[src/rtl/uart_rx_ctrl_pkg.sv]
// Shared definitions for the UART receive controller: FSM state encoding and
// the default idle-timeout derived from the oversampling rate.
package uart_rx_ctrl_pkg;

  localparam int unsigned TICKS_PER_BIT      = 32;
  localparam int unsigned DEFAULT_IDLE_TICKS = 10 * TICKS_PER_BIT;

  typedef enum logic [3:0] {
    S_OFF    = 4'b0001,
    S_RUN    = 4'b0010,
    S_HOLD   = 4'b0100,
    S_FINISH = 4'b1000
  } rx_state_e;

endpackage

[src/rtl/uart_rx_ctrl_if.sv]
// Bundles the uart_rx-facing handshake and the byte-consumer valid/ready stream.
// The controller is the master; the receiver and the consumer sit on the slave side.
interface uart_rx_ctrl_if;

  logic       rx_enable;
  logic [7:0] rx_data;
  logic       rx_strobe;
  logic       rx_busy;
  logic [7:0] data;
  logic       valid;
  logic       ready;

  modport master (
    output rx_enable, data, valid,
    input  rx_data, rx_strobe, rx_busy, ready
  );

  modport slave (
    input  rx_enable, data, valid,
    output rx_data, rx_strobe, rx_busy, ready
  );

endinterface

[src/rtl/uart_rx_ctrl_fifo.sv]
// First-word-fall-through synchronous byte FIFO: the head entry is read
// combinationally so a pushed byte is visible the cycle after the push.
module uart_rx_ctrl_fifo #(
  parameter int unsigned AW = 4
) (
  input  logic          i_clk,
  input  logic          i_rst,
  input  logic          i_push,
  input  logic [7:0]    i_data,
  input  logic          i_pop,
  output logic [7:0]    o_data,
  output logic [AW:0]   o_level,
  output logic          o_full,
  output logic          o_empty
);

  localparam int unsigned    DEPTH   = 1 << AW;
  localparam logic [AW:0]    DEPTH_L = (AW+1)'(DEPTH);

  logic [7:0]    mem [DEPTH];
  logic [AW-1:0] wr_ptr_reg;
  logic [AW-1:0] rd_ptr_reg;
  logic [AW:0]   level_reg;
  logic [AW:0]   level_next;
  logic          push_ok;
  logic          pop_ok;

  assign o_full  = (level_reg == DEPTH_L);
  assign o_empty = (level_reg == '0);
  assign pop_ok  = i_pop & ~o_empty;
  // A push into a full FIFO is legal only when the head leaves in the same cycle.
  assign push_ok = i_push & (~o_full | pop_ok);

  always_comb begin
    level_next = level_reg;
    unique case ({push_ok, pop_ok})
      2'b10:   level_next = level_reg + 1'b1;
      2'b01:   level_next = level_reg - 1'b1;
      default: level_next = level_reg;
    endcase
  end

  always_ff @(posedge i_clk) begin
    if (push_ok) begin
      mem[wr_ptr_reg] <= i_data;
    end
  end

  always_ff @(posedge i_clk) begin
    if (i_rst) begin
      wr_ptr_reg <= '0;
      rd_ptr_reg <= '0;
      level_reg  <= '0;
    end else begin
      if (push_ok) wr_ptr_reg <= wr_ptr_reg + 1'b1;
      if (pop_ok)  rd_ptr_reg <= rd_ptr_reg + 1'b1;
      level_reg <= level_next;
    end
  end

  assign o_data  = mem[rd_ptr_reg];
  assign o_level = level_reg;

endmodule

[src/rtl/uart_rx_ctrl.sv]
// Receive-side controller: gates uart_rx, buffers strobed bytes in a FWFT FIFO,
// flags overrun. Optional end-of-message pulse under `UART_RX_IDLE_TIMEOUT_EN.
module uart_rx_ctrl
  import uart_rx_ctrl_pkg::*;
#(
  parameter int unsigned FIFO_AW       = 4,
  parameter int unsigned IDLE_TICKS    = DEFAULT_IDLE_TICKS,
  parameter int unsigned IDLE_CNT_SIZE = 9
) (
  input  logic                 i_clk,
  input  logic                 i_rst,
  input  logic                 i_enable,
  uart_rx_ctrl_if.master       bus,
  output logic [FIFO_AW:0]     o_level,
  output logic                 o_overrun,
  input  logic                 i_clear_overrun,
  output logic                 o_idle
);

  rx_state_e  state_reg;
  rx_state_e  state_next;
  logic       fifo_full;
  logic       fifo_empty;
  logic [7:0] fifo_rdata;
  logic       capture_en;
  logic       push;
  logic       pop;
  logic       drop;
  logic       overrun_reg;
  logic       overrun_next;

  // Strobes are honoured in every state but S_OFF so an in-flight frame is never lost.
  assign capture_en = bus.rx_strobe & (state_reg != S_OFF);
  assign pop        = bus.valid & bus.ready;
  assign push       = capture_en & (~fifo_full | pop);
  assign drop       = capture_en & fifo_full & ~pop;

  uart_rx_ctrl_fifo #(
    .AW (FIFO_AW)
  ) u_fifo (
    .i_clk   (i_clk),
    .i_rst   (i_rst),
    .i_push  (push),
    .i_data  (bus.rx_data),
    .i_pop   (pop),
    .o_data  (fifo_rdata),
    .o_level (o_level),
    .o_full  (fifo_full),
    .o_empty (fifo_empty)
  );

  assign bus.valid = ~fifo_empty;
  assign bus.data  = fifo_rdata;

  always_ff @(posedge i_clk) begin
    if (i_rst) state_reg <= S_OFF;
    else       state_reg <= state_next;
  end

  always_comb begin
    state_next = state_reg;
    unique case (state_reg)
      S_OFF:    if (i_enable) state_next = S_RUN;
      S_RUN: begin
        if (!i_enable)                      state_next = S_FINISH;
        else if (fifo_full && !bus.rx_busy) state_next = S_HOLD;
      end
      S_HOLD: begin
        if (!i_enable)      state_next = S_OFF;
        else if (!fifo_full) state_next = S_RUN;
      end
      S_FINISH: if (!bus.rx_busy && !bus.rx_strobe) state_next = S_OFF;
      default:  state_next = S_OFF;
    endcase
  end

  always_comb begin
    bus.rx_enable = 1'b0;
    if (state_reg == S_RUN) bus.rx_enable = 1'b1;
  end

  // A drop in the same cycle as a clear request leaves the flag set.
  always_comb begin
    overrun_next = overrun_reg;
    if (drop)                 overrun_next = 1'b1;
    else if (i_clear_overrun) overrun_next = 1'b0;
  end

  always_ff @(posedge i_clk) begin
    if (i_rst) overrun_reg <= 1'b0;
    else       overrun_reg <= overrun_next;
  end

  assign o_overrun = overrun_reg;

`ifdef UART_RX_IDLE_TIMEOUT_EN
  localparam logic [IDLE_CNT_SIZE-1:0] IDLE_LAST = IDLE_CNT_SIZE'(IDLE_TICKS - 1);
  localparam logic [IDLE_CNT_SIZE-1:0] IDLE_MAX  = IDLE_CNT_SIZE'(IDLE_TICKS);

  logic [IDLE_CNT_SIZE-1:0] idle_cnt_reg;
  logic [IDLE_CNT_SIZE-1:0] idle_cnt_next;
  logic                     idle_arm_reg;
  logic                     idle_arm_next;
  logic                     idle_hit;

  // The pulse fires in the cycle the count reaches IDLE_TICKS and disarms itself,
  // so a silent line yields exactly one pulse per burst of received bytes.
  always_comb begin
    idle_cnt_next = idle_cnt_reg;
    idle_arm_next = idle_arm_reg;
    idle_hit      = 1'b0;
    if (state_reg == S_OFF) begin
      idle_cnt_next = '0;
      idle_arm_next = 1'b0;
    end else if (bus.rx_strobe || bus.rx_busy) begin
      idle_cnt_next = '0;
      if (push) idle_arm_next = 1'b1;
    end else if (idle_arm_reg) begin
      if (idle_cnt_reg == IDLE_LAST) begin
        idle_hit      = 1'b1;
        idle_arm_next = 1'b0;
      end
      if (idle_cnt_reg != IDLE_MAX) idle_cnt_next = idle_cnt_reg + 1'b1;
    end
  end

  always_ff @(posedge i_clk) begin
    if (i_rst) begin
      idle_cnt_reg <= '0;
      idle_arm_reg <= 1'b0;
    end else begin
      idle_cnt_reg <= idle_cnt_next;
      idle_arm_reg <= idle_arm_next;
    end
  end

  assign o_idle = idle_hit;
`else
  // Idle parameters have no consumer in this build; this block only names them.
  if (IDLE_TICKS >= (1 << IDLE_CNT_SIZE)) begin : g_idle_cfg_unused
  end

  assign o_idle = 1'b0;
`endif

endmodule

[src/flat_wrapper.sv]
// flat-port wrapper written by rule: the top's interface ports become plain ports
module uart_rx_ctrl_flat import uart_rx_ctrl_pkg::*;
#(
  parameter int unsigned FIFO_AW       = 4,
  parameter int unsigned IDLE_TICKS    = DEFAULT_IDLE_TICKS,
  parameter int unsigned IDLE_CNT_SIZE = 9
)
  (i_clk, i_rst, i_enable, o_level, o_overrun, i_clear_overrun, o_idle, bus_rx_enable, bus_data, bus_valid, bus_rx_data, bus_rx_strobe, bus_rx_busy, bus_ready);
  uart_rx_ctrl_if bus_i ();
  input  logic i_clk;
  input  logic i_rst;
  input  logic i_enable;
  output logic [FIFO_AW:0] o_level;
  output logic o_overrun;
  input  logic i_clear_overrun;
  output logic o_idle;
  output wire logic [$bits(bus_i.rx_enable)-1:0] bus_rx_enable;
  output wire logic [$bits(bus_i.data)-1:0] bus_data;
  output wire logic [$bits(bus_i.valid)-1:0] bus_valid;
  input wire logic [$bits(bus_i.rx_data)-1:0] bus_rx_data;
  input wire logic [$bits(bus_i.rx_strobe)-1:0] bus_rx_strobe;
  input wire logic [$bits(bus_i.rx_busy)-1:0] bus_rx_busy;
  input wire logic [$bits(bus_i.ready)-1:0] bus_ready;
  assign bus_rx_enable = bus_i.rx_enable;
  assign bus_data = bus_i.data;
  assign bus_valid = bus_i.valid;
  assign bus_i.rx_data = bus_rx_data;
  assign bus_i.rx_strobe = bus_rx_strobe;
  assign bus_i.rx_busy = bus_rx_busy;
  assign bus_i.ready = bus_ready;
  uart_rx_ctrl #(.FIFO_AW(FIFO_AW), .IDLE_TICKS(IDLE_TICKS), .IDLE_CNT_SIZE(IDLE_CNT_SIZE)) u_core (.i_clk(i_clk), .i_rst(i_rst), .i_enable(i_enable), .bus(bus_i), .o_level(o_level), .o_overrun(o_overrun), .i_clear_overrun(i_clear_overrun), .o_idle(o_idle));
endmodule
[config.mk]
export PLATFORM = sky130hd
export DESIGN_NAME = uart_rx_ctrl_flat
export DESIGN_NICKNAME = d
export VERILOG_FILES = /design/src/rtl/uart_rx_ctrl_pkg.sv /design/src/rtl/uart_rx_ctrl_if.sv /design/src/rtl/uart_rx_ctrl_fifo.sv /design/src/rtl/uart_rx_ctrl.sv /design/src/flat_wrapper.sv
export SDC_FILE = /design/constraint.sdc
export NUM_CORES = 1
export LEC_CHECK = 0
export ABC_CLOCK_PERIOD_IN_PS = 3160
export CELL_PAD_IN_SITES_DETAIL_PLACEMENT = 1
export CELL_PAD_IN_SITES_GLOBAL_PLACEMENT = 2
export CORE_ASPECT_RATIO = 1.25
export CORE_MARGIN = 1
export CORE_UTILIZATION = 41
export CTS_CLUSTER_DIAMETER = 100
export DETAILED_ROUTE_END_ITERATION = 6
export HOLD_SLACK_MARGIN = 0.08
export PLACE_DENSITY_LB_ADDON = 0.1
export SLEW_MARGIN = 20
export SYNTH_ARGS = -nofsm -noshare
export SYNTH_HDL_FRONTEND = slang
export SYNTH_SLANG_ARGS = --single-unit
export TNS_END_PERCENT = 50
[constraint.sdc]
create_clock -name i_clk -period 3.16 [get_ports i_clk]
set_input_delay 0.316 -clock i_clk [delete_from_list [all_inputs] [get_ports i_clk]]
set_output_delay 0.316 -clock i_clk [all_outputs]
set_load 0.05 [all_outputs]
## After elaboration in Yosys (flattened, before gate mapping)

Memories as Yosys holds them, arrays and structs flattened. A register that Yosys moved wholly into a read port is not among the register bits.
Index checks and enable logic that the tools add are counted.

| storage, ports and cells | value |
|---|---|
| bits in registers | 18 |
| logic and storage cells | 57 |
| output and inout port bits | 17 |
| RAM bits | 128 |
| memories | 1 |
| input bits | 15 |

| cells by class | value |
|---|---|
| reductions and logical operators | 8 |
| equal/unequal tests | 12 |
| $add $sub $neg | 4 |
| multiplexer cells | 15 |
| bitwise operators | 12 |

Memories:

| name | words | width | rd ports | clocked after Yosys merged registers in | write ports | RTL line | RTL |
|---|---|---|---|---|---|---|---|
| u_core.u_fifo.mem | 16 | 8 | 1 | 1 | 1 | uart_rx_ctrl_fifo.sv:20 | `logic [7:0] mem [DEPTH];` |

Operators by type and width:

| operator | count |
|---|---|
| $mux W4 | 8 |
| $pmux W4 S4 | 1 |
| $pmux W5 S2 | 1 |
| $add A4 B1 Y4 const B | 2 |
| $and A1 B1 Y1 | 7 |
| $add A5 B1 Y5 const B | 1 |
| $eq A5 B5 Y1 const B | 1 |
| $logic_not A5 Y1 | 1 |
| $mux W1 | 5 |
| $sub A5 B1 Y5 const B | 1 |
| $eq A4 B1 Y1 const B | 1 |
| $eq A4 B2 Y1 const B | 1 |
| $eq A4 B3 Y1 const B | 1 |
| $eq A4 B4 Y1 const B | 1 |
| $ne A4 B1 Y1 const B | 1 |
| $reduce_and A4 Y1 | 1 |
| $reduce_bool A2 Y1 | 2 |
| $ne A3 B2 Y1 const B | 1 |
| $ne A3 B3 Y1 const B | 1 |
| $not A1 Y1 | 3 |
| $eq A2 B1 Y1 const B | 1 |
| $eq A2 B2 Y1 const B | 1 |
| $logic_and A1 B1 Y1 | 2 |
| $logic_not A1 Y1 | 2 |
| other kinds (3) | 4 |

## Logic depth before layout (Yosys ltp)

| depth | value |
|---|---|
| depth after elaboration | 8 |
| depth in mapped cells | 12 |
| gate-level depth less buffers | 10 |

## By module

A second synthesis with hierarchy kept.

| unflattened totals | value |
|---|---|
| cell total of the unflattened synthesis | 359 |
| area, all modules | 6118.4 µm² |

By module, submodules not included:

| module | area each (µm²) | seq. area each (µm²) | instances | cells each |
|---|---|---|---|---|
| uart_rx_ctrl_fifo | 5786.8 | 4184.0 | 1 | 317 |
| uart_rx_ctrl | 331.6 | 100.1 | 1 | 42 |

## Worst setup path before layout

Ideal clock, no wire load.

| path | value |
|---|---|
| kind | flip-flop to flip-flop |
| from | reg u_core.u_fifo.level_reg[1], in the netlist u_core.u_fifo.o_level[1] |
| to | reg u_core.u_fifo.level_reg[4], in the netlist u_core.u_fifo.o_level[4] |
| data required time | 3096 ps |
| setup slack | -180 ps |
| arrival | 3276 ps |
| clock period less this slack | 3340 ps |
| path buffers | 3 |
| setup time | 64 ps |
| cell stages (with the launch flop) | 13 |
| cells stage by stage | dfxtp_1 > buf_6 > or4_4 > o311ai_4 > buf_6 > ha_1 > clkbuf_1 > xor2_1 > ha_1 > o21ai_0 > or3_1 > a2111o_1 > nand4_1 |

| between the ends | value |
|---|---|
| word-level cells in the longest chain between the ends | 8 |
| elaborated cells on any way between the ends | 16 |
| those cells by class | 2 x add/sub; 3 x eq/ne; 1 x mux; 8 x bitwise; 2 x reduce/logical |

Ends and longest elaborated chain:

| element | RTL line | RTL |
|---|---|---|
| from (decl) | uart_rx_ctrl_fifo.sv:23 | `logic [AW:0] level_reg;` |
| from (signal assigned) | uart_rx_ctrl_fifo.sv:57 | `level_reg <= level_next;` |
| $logic_not A5 Y1 | uart_rx_ctrl_fifo.sv:29 | `assign o_empty = (level_reg == '0);` |
| $not A1 Y1 | uart_rx_ctrl_fifo.sv:30, uart_rx_ctrl.sv:52 |  |
| $and A1 B1 Y1 | uart_rx_ctrl.sv:34 | `assign pop = bus.valid & bus.ready;` |
| $or A1 B1 Y1 / $and A1 B1 Y1 (equally long branches) | uart_rx_ctrl.sv:35, uart_rx_ctrl_fifo.sv:30 |  |
| $and A1 B1 Y1 / $or A1 B1 Y1 (equally long branches) | uart_rx_ctrl.sv:35, uart_rx_ctrl_fifo.sv:32 |  |
| $and A1 B1 Y1 | uart_rx_ctrl_fifo.sv:32 | `assign push_ok = i_push & (~o_full \| pop_ok);` |
| $eq A2 B1 Y1 / $eq A2 B2 Y1 (equally long branches) | uart_rx_ctrl_fifo.sv:36 | `unique case ({push_ok, pop_ok})` |
| $pmux W5 S2 / $reduce_bool A2 Y1 (equally long branches) | -- |  |

Parallel ways exist; a longest one is shown, timed or not.
A chain may end at the register's enable or synchronous reset.

==> metrics.md <==
| Metric | Value |
|---|---|
| Status | `complete, but fails checks` |
| Failing checks | `DRC` |
| Reg with most FFs | `u_core.u_fifo.mem` |
| Worst flop-to-flop path endpoint | `u_core.u_fifo.o_level[4]` |
| Kind of critical path | `flop to output port` |
| FILL cells | `1359` |
| Worst skew pair latency | `0.42 ns` |
| Final period util | `95.3%` |
| Max Cap Viol | `0` |
| Via count | `3280` |
| Post-synth EDFFs | `128` |
| Multi-input gate area | `1720 um2` |
| Setup crit end | `bus_data[4]` |
| Drt wl/cell | `between 20 and 25 um` |
| Core box area | `14500 um2` |
| Net Sw Frac | `between 20% and 30%` |
| Pre-CTS WS | `0.234 ns` |
| Maximum clock frequency | `0.332 GHz` |
| Worst path required time | `2.84 ns` |
| Final-report hold violation count | `0` |
| RSZ-0062 raised after global routing | `no` |
| Largest buffer count on any clock path | `2` |
| Pre-Repair DR Iteration Count | `6` |
| NumNets Final | `426` |
| DP HPWL | `8700 um` |
| Worst setup SP type | `flop` |
| Total clock sinks | `150` |
| Ant. Diodes | `0` |
| Synth Net Count | `381` |
| Post-CTS Setup Inserts | `0` |
| IO buf count | `30` |
| Cell area after synthesis | `about 6100 um2` |
| Clk pin slew, worst setup/hold paths | `around 0.06 ns` |
| Slew margin rel. | `39.9%` |
| Slew @ Worst Pin | `0.899 ns` |
| Clock Power Share | `33.8%` |
| Final worst-path setup slack | `0.148 ns` |
| Max VDD drop | `~0.47 mV` |
| Drc violations | `6` |
| Max reg flops | `128` |
| CTS tree | `done` |
| DR iter-0 viols | `121` |
| IO Pins | `32` |
| Synth async-reset ratio | `0%` |
| Reg-to-reg startpoint | `u_core.state_reg[3]` |
| Post-Syn Instances | `357` |
| Hold Startpoint | `u_core.u_fifo.rd_ptr_reg[3]` |
| Crit end category | `output port` |
| CTS Hold Bufs | `0` |
| Global Route Usage Sum | `18.7%` |
| Num CTS Buffers | `17` |
| Die Ht | `139 um` |
| Starting density of the core | `42.3%` |
| Vias in the first global route | `~3700` |
| Cell Pwr Density | `755 nW/um2` |
| Routability cong. | `approximately 0.69` |
| Synth-to-Final Area Change | `18.1%` |
| Largest net degree at the start of global routing | `33` |
| Combinational share of power | `~24%` |
| Clock period minus worst slack | `3.01 ns` |
| Setup TNS | `0 ns` |
| DIE AREA | `15400 um2` |
| Max-slew violation count | `0` |
| Sequential Area | `4290 um2` |
| Top_reg_cell synth | `edfxtp_1` |
| Leak | `roughly 2.4 nW` |
| Yosys warns | `0` |
| Clock skew | `0.00508 ns` |
| Reg2Reg Setup Slack | `approximately 0.23 ns` |
| Worst reg-to-reg path cell count | `9` |
| Critical path fanouts, max | `15` |
| Pint | `3.84 mW` |
| Final ANT Viol Nets | `0` |
| H-tree levels | `4` |
| Final setup vio count | `0` |
| WP data arrival | `2.70 ns` |
| Chip width | `111 um` |
| Register area share after synthesis | `69.9%` |
| Hold Path Class | `flop to flop` |
| CTS root buffer | `clkbuf_16` |
| Seq pwr share | `42.1%` |
| Cell row count | `49` |
| Synth Area per Inst | `17.2 um2` |
| Initial antenna violation count | `0` |
| Average vias per placed instance | `5.53` |
| Switch Pwr | `1.62 mW` |
| Global route total overflow | `0` |
| Fraction of layout cells with a size suffix above 1 | `a little over a fifth` |
| First-pass GRT wire length | `roughly 21000 um` |
| Register bit total from synthesis | `150` |
| Routed wire length | `13200 um` |
| Post-synth cell types | `49` |
per-layer routing:
metal  track usage (%)  vias to the layer above  part of all wire, %
li1                  -                     1509                    -
met1              21.6                     1713                   41
met2              33.6                       45                   55
met3              4.59                       13                  2.5
met4              6.40                        0                  1.4
met5                 0                        -                    0
cell usage after synthesis, types with 5 or more instances:
cell type,count,area [um2]
inv_1,7,26.3
and3_1,5,31.3
nand3_1,5,25.0
nor2_1,23,86.3
mux4_2,32,721
dfxtp_1,22,440
a22oi_1,16,120
and2_1,8,50.1
o21ai_0,6,30.0
buf_2,5,25.0
a21oi_1,6,30.0
nand2_1,13,48.8
ha_1,9,113
xor2_1,6,52.6
edfxtp_1,128,3840
clkbuf_1,10,37.5
how the worst min path moves through the flow:
| stage | cells past startpoint | slack (ns) | end |
|---|---|---|---|
| 2_1_floorplan | 0 | 0.41 | u_core.u_fifo.mem[0][0] |
| 3_5_place_dp | 2 | 0.52 | u_core.u_fifo.rd_ptr_reg[3] |
| 6_report | 2 | 0.54 | u_core.u_fifo.rd_ptr_reg[3] |
| 4_1_cts | 2 | 0.54 | u_core.u_fifo.rd_ptr_reg[3] |
| 5_1_grt | 2 | 0.56 | u_core.u_fifo.rd_ptr_reg[3] |
| 3_3_place_gp | 2 | 0.52 | u_core.u_fifo.rd_ptr_reg[3] |
critical path: stages, from the launching register on:
cell,delay [ns]
dfxtp_2,0.44
buf_12,0.21
mux4_2,0.51
a22oi_1,0.25
nand2_1,0.13
clkdlybuf4s50_1,0.72
kinds of logic after synthesis:
family / count (synthesis) / synth area share (%)
buf+inv: 27 / 2.06
xor+xnor: 7 / 1.00
compound gates: 44 / 5.45
other cells: 1 / 0.0612
fa+ha+maj: 9 / 1.84
flops: 150 / 69.9
simple gates: 84 / 7.41
mux: 35 / 12.3
power groups by stage:
stage / combinational [mW] / clock, mW / sequential (mW)
6_report: 1.32 / 1.84 / 2.30
5_1_grt: 1.43 / 1.96 / 2.31
4_1_cts: 1.35 / 1.89 / 2.30
3_5_place_dp: 1.34 / 0 / 2.34
3_3_place_gp: 1.34 / 0 / 2.33
2_1_floorplan: 0.871 / 0 / 2.39
layout make-up:
class | count | area share, %
multi-input combinational | 180 | 23.8
inverter | 7 | 0.363
sequential | 150 | 59.2
timing repair buffer | 46 | 6.02
tap | 178 | 3.08
clock inverter | 13 | 1.52
clock buffer | 19 | 5.98
placed cells by master, fill, tap and decap left out, types with 4 or more instances in the layout:
master and n:
nor3b_1 4, edfxtp_1 128, xor2_1 6, or3_1 4, a22oi_1 16, and2_1 8, nand2_1 13, clkinv_2 4
nand2b_1 4, a21oi_1 6, nor2_1 23, dfxtp_1 19, clkdlybuf4s50_1 24, o21ai_0 6, and3_1 5, clkinvlp_4 4
nand3_1 5, mux4_2 32, buf_4 19, inv_1 7, ha_1 9, clkbuf_16 17
through the flow:
| stage | cells | utilization, % | instance area, um2 | hold slack (ns) | total power, mW |
|---|---|---|---|---|---|
| after floorplan | 357 | - | 6130 | 0.415 | 3.26 |
| after global placement | 561 | 46.3 | 6690 | 0.515 | 3.67 |
| after CTS | 593 | 50.0 | 7240 | 0.542 | 5.54 |
| after global routing | 593 | 50.0 | 7240 | 0.562 | 5.70 |
| final | 593 | 50.0 | 7240 | 0.537 | 5.46 |
| after detailed placement | 561 | 46.3 | 6690 | 0.520 | 3.68 |
what timing repair did:
item / CTS / global route
setup endpoints to repair: 0 / 1
gates resized for setup: 0 / 1
hold endpoints to repair: 0 / 0
(Power assumes the default switching activity.)
